### src/rtl/calc_pkg.sv
// Shared types and constants for the hex calculator operand path.
package calc_pkg;

  localparam int unsigned DIGIT_W      = 4;
  localparam int unsigned NDIG_DEFAULT = 4;

  // Entry FSM state: which operand is being edited, or result held in V1.
  typedef enum logic [1:0] {
    S_V1  = 2'd0,
    S_V2  = 2'd1,
    S_RES = 2'd2
  } state_e;

  // One operation per cycle applied to an operand_entry instance.
  typedef enum logic [2:0] {
    OpNone  = 3'd0,
    OpClear = 3'd1,
    OpLoad  = 3'd2,
    OpShift = 3'd3,
    OpBack  = 3'd4,
    OpNeg   = 3'd5
  } entry_op_e;

  // Number of significant hex digits in a magnitude (up to 16 digits).
  function automatic logic [7:0] sig_digits(input logic [63:0] mag);
    logic [7:0] n;
    n = 8'd0;
    for (int i = 0; i < 16; i++) begin
      if (mag[4*i +: 4] != 4'h0) n = 8'(i + 1);
    end
    return n;
  endfunction

endpackage

### src/rtl/operand_entry.sv
// One operand: sign/magnitude register plus significant-digit count.
module operand_entry
  import calc_pkg::*;
#(
  parameter  int unsigned NDIG = NDIG_DEFAULT,
  localparam int unsigned MW   = DIGIT_W * NDIG,
  localparam int unsigned VW   = MW + 1,
  localparam int unsigned CW   = $clog2(NDIG + 1)
) (
  input  logic            clk_i,
  input  logic            rst_i,
  input  entry_op_e       op_i,
  input  logic [3:0]      digit_i,
  input  logic [VW-1:0]   load_val_i,
  input  logic [CW-1:0]   load_cnt_i,
  output logic [VW-1:0]   value_o,
  output logic            full_next_o,
  output logic            zero_o
);

  logic [MW-1:0] mag_q, mag_d;
  logic          sign_q, sign_d;
  logic [CW-1:0] cnt_q, cnt_d;

  // Next-state for the selected operation; leading zeros are not counted.
  always_comb begin
    mag_d  = mag_q;
    sign_d = sign_q;
    cnt_d  = cnt_q;
    case (op_i)
      OpClear: begin
        mag_d  = '0;
        sign_d = 1'b0;
        cnt_d  = '0;
      end
      OpLoad: begin
        mag_d  = load_val_i[MW-1:0];
        sign_d = load_val_i[VW-1];
        cnt_d  = load_cnt_i;
      end
      OpShift: begin
        if (cnt_q < CW'(NDIG) && !(mag_q == '0 && digit_i == 4'h0)) begin
          mag_d = {mag_q[MW-DIGIT_W-1:0], digit_i};
          cnt_d = cnt_q + 1'b1;
        end
      end
      OpBack: begin
        mag_d = mag_q >> DIGIT_W;
        if (cnt_q != '0) cnt_d = cnt_q - 1'b1;
        if (mag_d == '0) sign_d = 1'b0;
      end
      // Zero-magnitude guard is applied by the caller via zero_o.
      OpNeg:   sign_d = ~sign_q;
      default: ;
    endcase
  end

  // Operand state register with synchronous reset.
  always_ff @(posedge clk_i) begin
    if (rst_i) begin
      mag_q  <= '0;
      sign_q <= 1'b0;
      cnt_q  <= '0;
    end else begin
      mag_q  <= mag_d;
      sign_q <= sign_d;
      cnt_q  <= cnt_d;
    end
  end

  assign value_o     = {sign_q, mag_q};
  assign full_next_o = (cnt_d == CW'(NDIG));
  assign zero_o      = (mag_q == '0);

endmodule

### src/rtl/operand_registers.sv
// Two-operand entry register file: FSM and strobe priority decode.
module operand_registers
  import calc_pkg::*;
#(
  parameter  int unsigned NDIG = NDIG_DEFAULT,
  localparam int unsigned VW   = DIGIT_W * NDIG + 1,
  localparam int unsigned CW   = $clog2(NDIG + 1)
) (
  input  logic          clock,
  input  logic          reset,
  input  logic          newhex,
  input  logic [3:0]    hexcode,
  input  logic          newop,
  input  logic          eq,
  input  logic          BS,
  input  logic          neg,
  input  logic          clr,
  input  logic [VW-1:0] answer,
  output logic [VW-1:0] V1curr,
  output logic [VW-1:0] V2curr,
  output logic          edit2,
  output logic          full
);

  state_e        state_q, state_d;
  entry_op_e     op1, op2;
  logic [VW-1:0] ld1_val;
  logic [CW-1:0] ld1_cnt, ans_cnt;
  logic          full1_next, full2_next, zero1, zero2;
  logic          edit2_q, edit2_d, full_q, full_d;

  assign ans_cnt = CW'(sig_digits(64'(answer[VW-2:0])));

  // State register.
  always_ff @(posedge clock) begin
    if (reset) state_q <= S_V1;
    else       state_q <= state_d;
  end

  // Next state and operand ops; strobe priority clr > eq > newop > BS > neg > newhex.
  always_comb begin
    state_d = state_q;
    op1     = OpNone;
    op2     = OpNone;
    ld1_val = answer;
    ld1_cnt = ans_cnt;
    if (clr) begin
      case (state_q)
        S_V1:    op1 = OpClear;
        S_V2:    op2 = OpClear;
        default: begin
          op1     = OpClear;
          op2     = OpClear;
          state_d = S_V1;
        end
      endcase
    end else if (eq) begin
      op1     = OpLoad;
      op2     = OpClear;
      state_d = S_RES;
    end else if (newop) begin
      // Chained operator folds the pending result into V1.
      if (state_q == S_V2) op1 = OpLoad;
      op2     = OpClear;
      state_d = S_V2;
    end else if (BS) begin
      if (state_q == S_V1)      op1 = OpBack;
      else if (state_q == S_V2) op2 = OpBack;
    end else if (neg) begin
      if (state_q == S_V2) begin
        if (!zero2) op2 = OpNeg;
      end else if (!zero1) begin
        op1 = OpNeg;
      end
    end else if (newhex) begin
      case (state_q)
        S_V1:    op1 = OpShift;
        S_V2:    op2 = OpShift;
        default: begin
          // First digit after a result starts a fresh V1.
          op1     = OpLoad;
          ld1_val = VW'(hexcode);
          ld1_cnt = (hexcode != 4'h0) ? CW'(1) : CW'(0);
          op2     = OpClear;
          state_d = S_V1;
        end
      endcase
    end
  end

  // Output flags from next state so they register alongside the operands.
  always_comb begin
    edit2_d = (state_d == S_V2);
    case (state_d)
      S_V1:    full_d = full1_next;
      S_V2:    full_d = full2_next;
      default: full_d = 1'b0;
    endcase
  end

  // Registered output flags.
  always_ff @(posedge clock) begin
    if (reset) begin
      edit2_q <= 1'b0;
      full_q  <= 1'b0;
    end else begin
      edit2_q <= edit2_d;
      full_q  <= full_d;
    end
  end

  operand_entry #(.NDIG(NDIG)) u_v1 (
    .clk_i       (clock),
    .rst_i       (reset),
    .op_i        (op1),
    .digit_i     (hexcode),
    .load_val_i  (ld1_val),
    .load_cnt_i  (ld1_cnt),
    .value_o     (V1curr),
    .full_next_o (full1_next),
    .zero_o      (zero1)
  );

  operand_entry #(.NDIG(NDIG)) u_v2 (
    .clk_i       (clock),
    .rst_i       (reset),
    .op_i        (op2),
    .digit_i     (hexcode),
    .load_val_i  (answer),
    .load_cnt_i  (ans_cnt),
    .value_o     (V2curr),
    .full_next_o (full2_next),
    .zero_o      (zero2)
  );

  assign edit2 = edit2_q;
  assign full  = full_q;

endmodule

### config.mk
export PLATFORM = sky130hd
export DESIGN_NAME = operand_registers
export DESIGN_NICKNAME = d
export VERILOG_FILES = /design/src/rtl/calc_pkg.sv /design/src/rtl/operand_entry.sv /design/src/rtl/operand_registers.sv
export SDC_FILE = /design/constraint.sdc
export NUM_CORES = 1
export LEC_CHECK = 0
export ABC_AREA = 1
export BUFFER_PORTS_ARGS = -buffer_cell sky130_fd_sc_hd__buf_2
export CAP_MARGIN = 15
export CORE_ASPECT_RATIO = 1.25
export CORE_MARGIN = 2
export CORE_UTILIZATION = 59
export DETAILED_ROUTE_END_ITERATION = 8
export PLACE_DENSITY = 0.92
export SLEW_MARGIN = 20
export SYNTH_ARGS = -nofsm -noshare
export SYNTH_HDL_FRONTEND = slang
export SYNTH_SLANG_ARGS = --single-unit
### constraint.sdc
create_clock -name clock -period 4.4 [get_ports clock]
set_input_delay 0.88 -clock clock [delete_from_list [all_inputs] [get_ports clock]]
set_output_delay 0.88 -clock clock [all_outputs]
set_load 0.01 [all_outputs]
==> impl_metrics.ini <==
[outcome]
outcome = completed

[setup_path]
kind_of_start_point_of_the_critical_path = input pin
critical_path_required_ps = 4630
critical_path.most_common_cell = nor2_1
critical-path-top-delay-family = simple AND/OR/NAND/NOR gates
critPathBufInv = 1
worst-path-max-fanout = 12
kind_of_capture_point_of_the_worst_setup_path = flip-flop
crit_start = neg
worst_r2r_startpoint = u_v1.mag_q[10]$_SDFFE_PP0P_
wp_data_arrival_ps = 3060
crit_path_max_incr_delay_ps = 470
cp_cell_sequence = buf_2 -> nor2_1 -> nand2_1 -> nor2_1 -> nand2_1 -> nand4_1 -> nor2_1 -> nor2_1 -> nand2_1 -> nor2_1 -> nand2_1 -> a21oi_1
crit_path_class = in -> reg
crit_slowest_cell = nand4_1

[clocking]
ctsHtreeMaxLevel = 2
clock_sink_count = 44
cts_tree = done
postCtsResizedCells = 0
insertion_delay_ps = 310
cts_buffer_depth = 2
holdBufCountCts = 0
worst_setup_hold_path_clk_slew_ps = 80
cts_root_buffer = clkbuf_8
cts-buffers-inserted = 5
post-cts-setup-buffer-count = 0

[floorplanning]
rows = 29
ios = 65
core_area_um2 = 4971
die-height_um = 83.63
initial_utilization_pct = 60.21
overall_die_area_um2 = 5662
die_w_um = 67.71

[logic_synthesis]
synth.avg_cell_area_um2 = 6.381
register_bit_count_reported_by_yosys = 44
synthDominantCellAreaShare_pct = 29.43
synth-edff-count = 0
yosys_most_used_dff = dfxtp_1
post_synth_most_frequent_cells = nand2_1, nor2_1, inv_1
yosys.cell_count.top_type = nand2_1
yosys_warnings = 0
mappedNetlistArea_um2 = 2993
yosysTopAreaCell = dfxtp_1
seq_area_frac_synth_pct = 29.43
synthCells = 469
synth.top_cells.by_area = dfxtp_1, nand2_1, nor2_1
synth_async_sr_flop_share_pct = 0
synthDistinctLibCells = 36
post_synthesis_net_count = 504

[sta]
timing.clock.skew_ps = 11.04
report.final.setup_viol = 0
grt_setup_unrepaired = no
fin_tns_setup_ps = 0
period_share_pct = 64.17
layout_setup_ws_ps = 1577
fmaxAchievable_mhz = 354.2
timing_max_transition_violations_final = 0
maxSlewHeadroom_pct = 40.07
min_period_ps = 2824
final.hold.worst_slack_ps = 507.1
hold_viol_final = 0
timing_worst_slew_pin_value_ps = 898.9

[global_route]
global_route.usage.total_pct = 29.51
grt_pass1_vias = 2958
grt_first_pass_wirelength_um = 13150
grt_max_degree = 42
antenna_violations_before_repair = 0
globalRouteOverflowTotal = 0

[cells_and_area]
antenna_cells = 0
multi_input_area_um2 = 1802
postLayoutCoreUtil_pct = 68.79
flow.area_growth_from_synthesis_pct = 14.26
area_occupied_by_registers_um2 = 880.8
filler_cell_count = 427
nNetsFinal = 559
fraction_of_final_layout_cells_with_drive_strength_greater_than_1_pct = 20.38

[routing]
drt.antenna.violating_nets = 0
wl_um = 8176
detailedRoute.firstPassIterationCount = 5
drc = 0
route.vias.total = 3363
vias_per_cell = 5.729
route.detailed.wl_per_inst_um = 13.93
dr_iter_0_viols = 243

[power_and_ir_drop]
power.ir.vdd_worst_mv = 0.1848
total_leakage_power_nw = 1.607
p_total_mw = 0.9958
cellPowerDensity_nw_per_um2 = 291.2

[placement]
io_buffer_count = 64
pre_cts_ws_ps = 1333
globalplace.congestion = 0.9342
dpl_hpwl_um = 6069

[job]
cap_violations = 0

[min_path]
hold_start = u_v1.sign_q$_SDFFE_PP0P_
min-delay-path-class = reg -> reg
power by group:
group          switching [mW]  internal, mW  leakage (nW)  total (mW)
logic                   0.152        0.0735          1.19       0.226
clock network           0.147         0.186        0.0614       0.333
registers              0.0194         0.418         0.359       0.437
total                   0.319         0.677          1.61       0.996
flip-flops by register name, summed over array words and instances, names as in the netlist:
signal       cells
edit2            1
full             1
state_q          2
u_v1.cnt_q       3
u_v1.mag_q      16
u_v1.sign_q      1
u_v2.cnt_q       3
u_v2.mag_q      16
u_v2.sign_q      1
through the flow:
| stage | area [um2] | instances |
|---|---|---|
| 6_report | 3420 | 587 |
| 2_1_floorplan | 2993 | 469 |
| 3_3_place_gp | 3298 | 579 |
| 4_1_cts | 3420 | 587 |
| 5_1_grt | 3420 | 587 |
| 3_5_place_dp | 3298 | 579 |
cells by family (layout without fill, tap and decap cells):
family | after synthesis | in the layout | synth area share (%)
compound gates | 89 | 89 | 20.40
buf+inv | 74 | 130 | 10.37
flops | 44 | 44 | 29.43
xor+xnor | 2 | 2 | 0.5854
fa+ha+maj | 6 | 6 | 2.508
simple gates | 254 | 254 | 36.71
cells in the final DEF (no fill, tap or decap), drive strengths merged:
cell type  instances
a211oi            13
a21oi             36
a22oi              2
a31oi              1
buf               64
bufinv             1
clkbuf             6
clkinv             2
dfxtp             44
ha                 6
inv               57
nand2            130
nand3             37
nand3b             2
nand4              6
nor2              74
nor3               4
o211ai             8
o21ai             16
o221ai             2
o22ai             10
o41ai              1
or2                1
xor2               2
final timing paths:
check                                   to  slack (ps)  depth (start not counted)
setup / recovery           full$_SDFF_PP0_        1580                         12
hold / removal    u_v1.sign_q$_SDFFE_PP0P_         510                          2
setup reg to reg           full$_SDFF_PP0_        1910                         16
hold reg to reg   u_v1.sign_q$_SDFFE_PP0P_         510                          2
worst register-to-register path, delay by kind of cell (launching register included):
| family | cells | cell delay, ps |
|---|---|---|
| AND/OR/NAND/NOR | 15 | 1950 |
| AO/OA/AOI/OAI | 1 | 60 |
| flip-flops | 1 | 380 |
area by class of cell:
| cell class | count | share of cell area, % |
|---|---|---|
| tap | 62 | 2.269 |
| clock buffer | 6 | 2.415 |
| clock inverter | 2 | 1.134 |
| sequential | 44 | 25.76 |
| inverter | 58 | 6.367 |
| multi-input combinational | 351 | 52.69 |
| timing repair buffer | 64 | 9.367 |
routing by layer:
metal  track usage [%]  share of wire (%)  up-vias
li1                  -                  -     1643
met1             36.69                 41     1504
met4             13.36                3.5        0
met3             4.723                7.5       32
met5                 0                  0        -
met2             48.66                 48      184
Power figures use the tool's default switching activity.
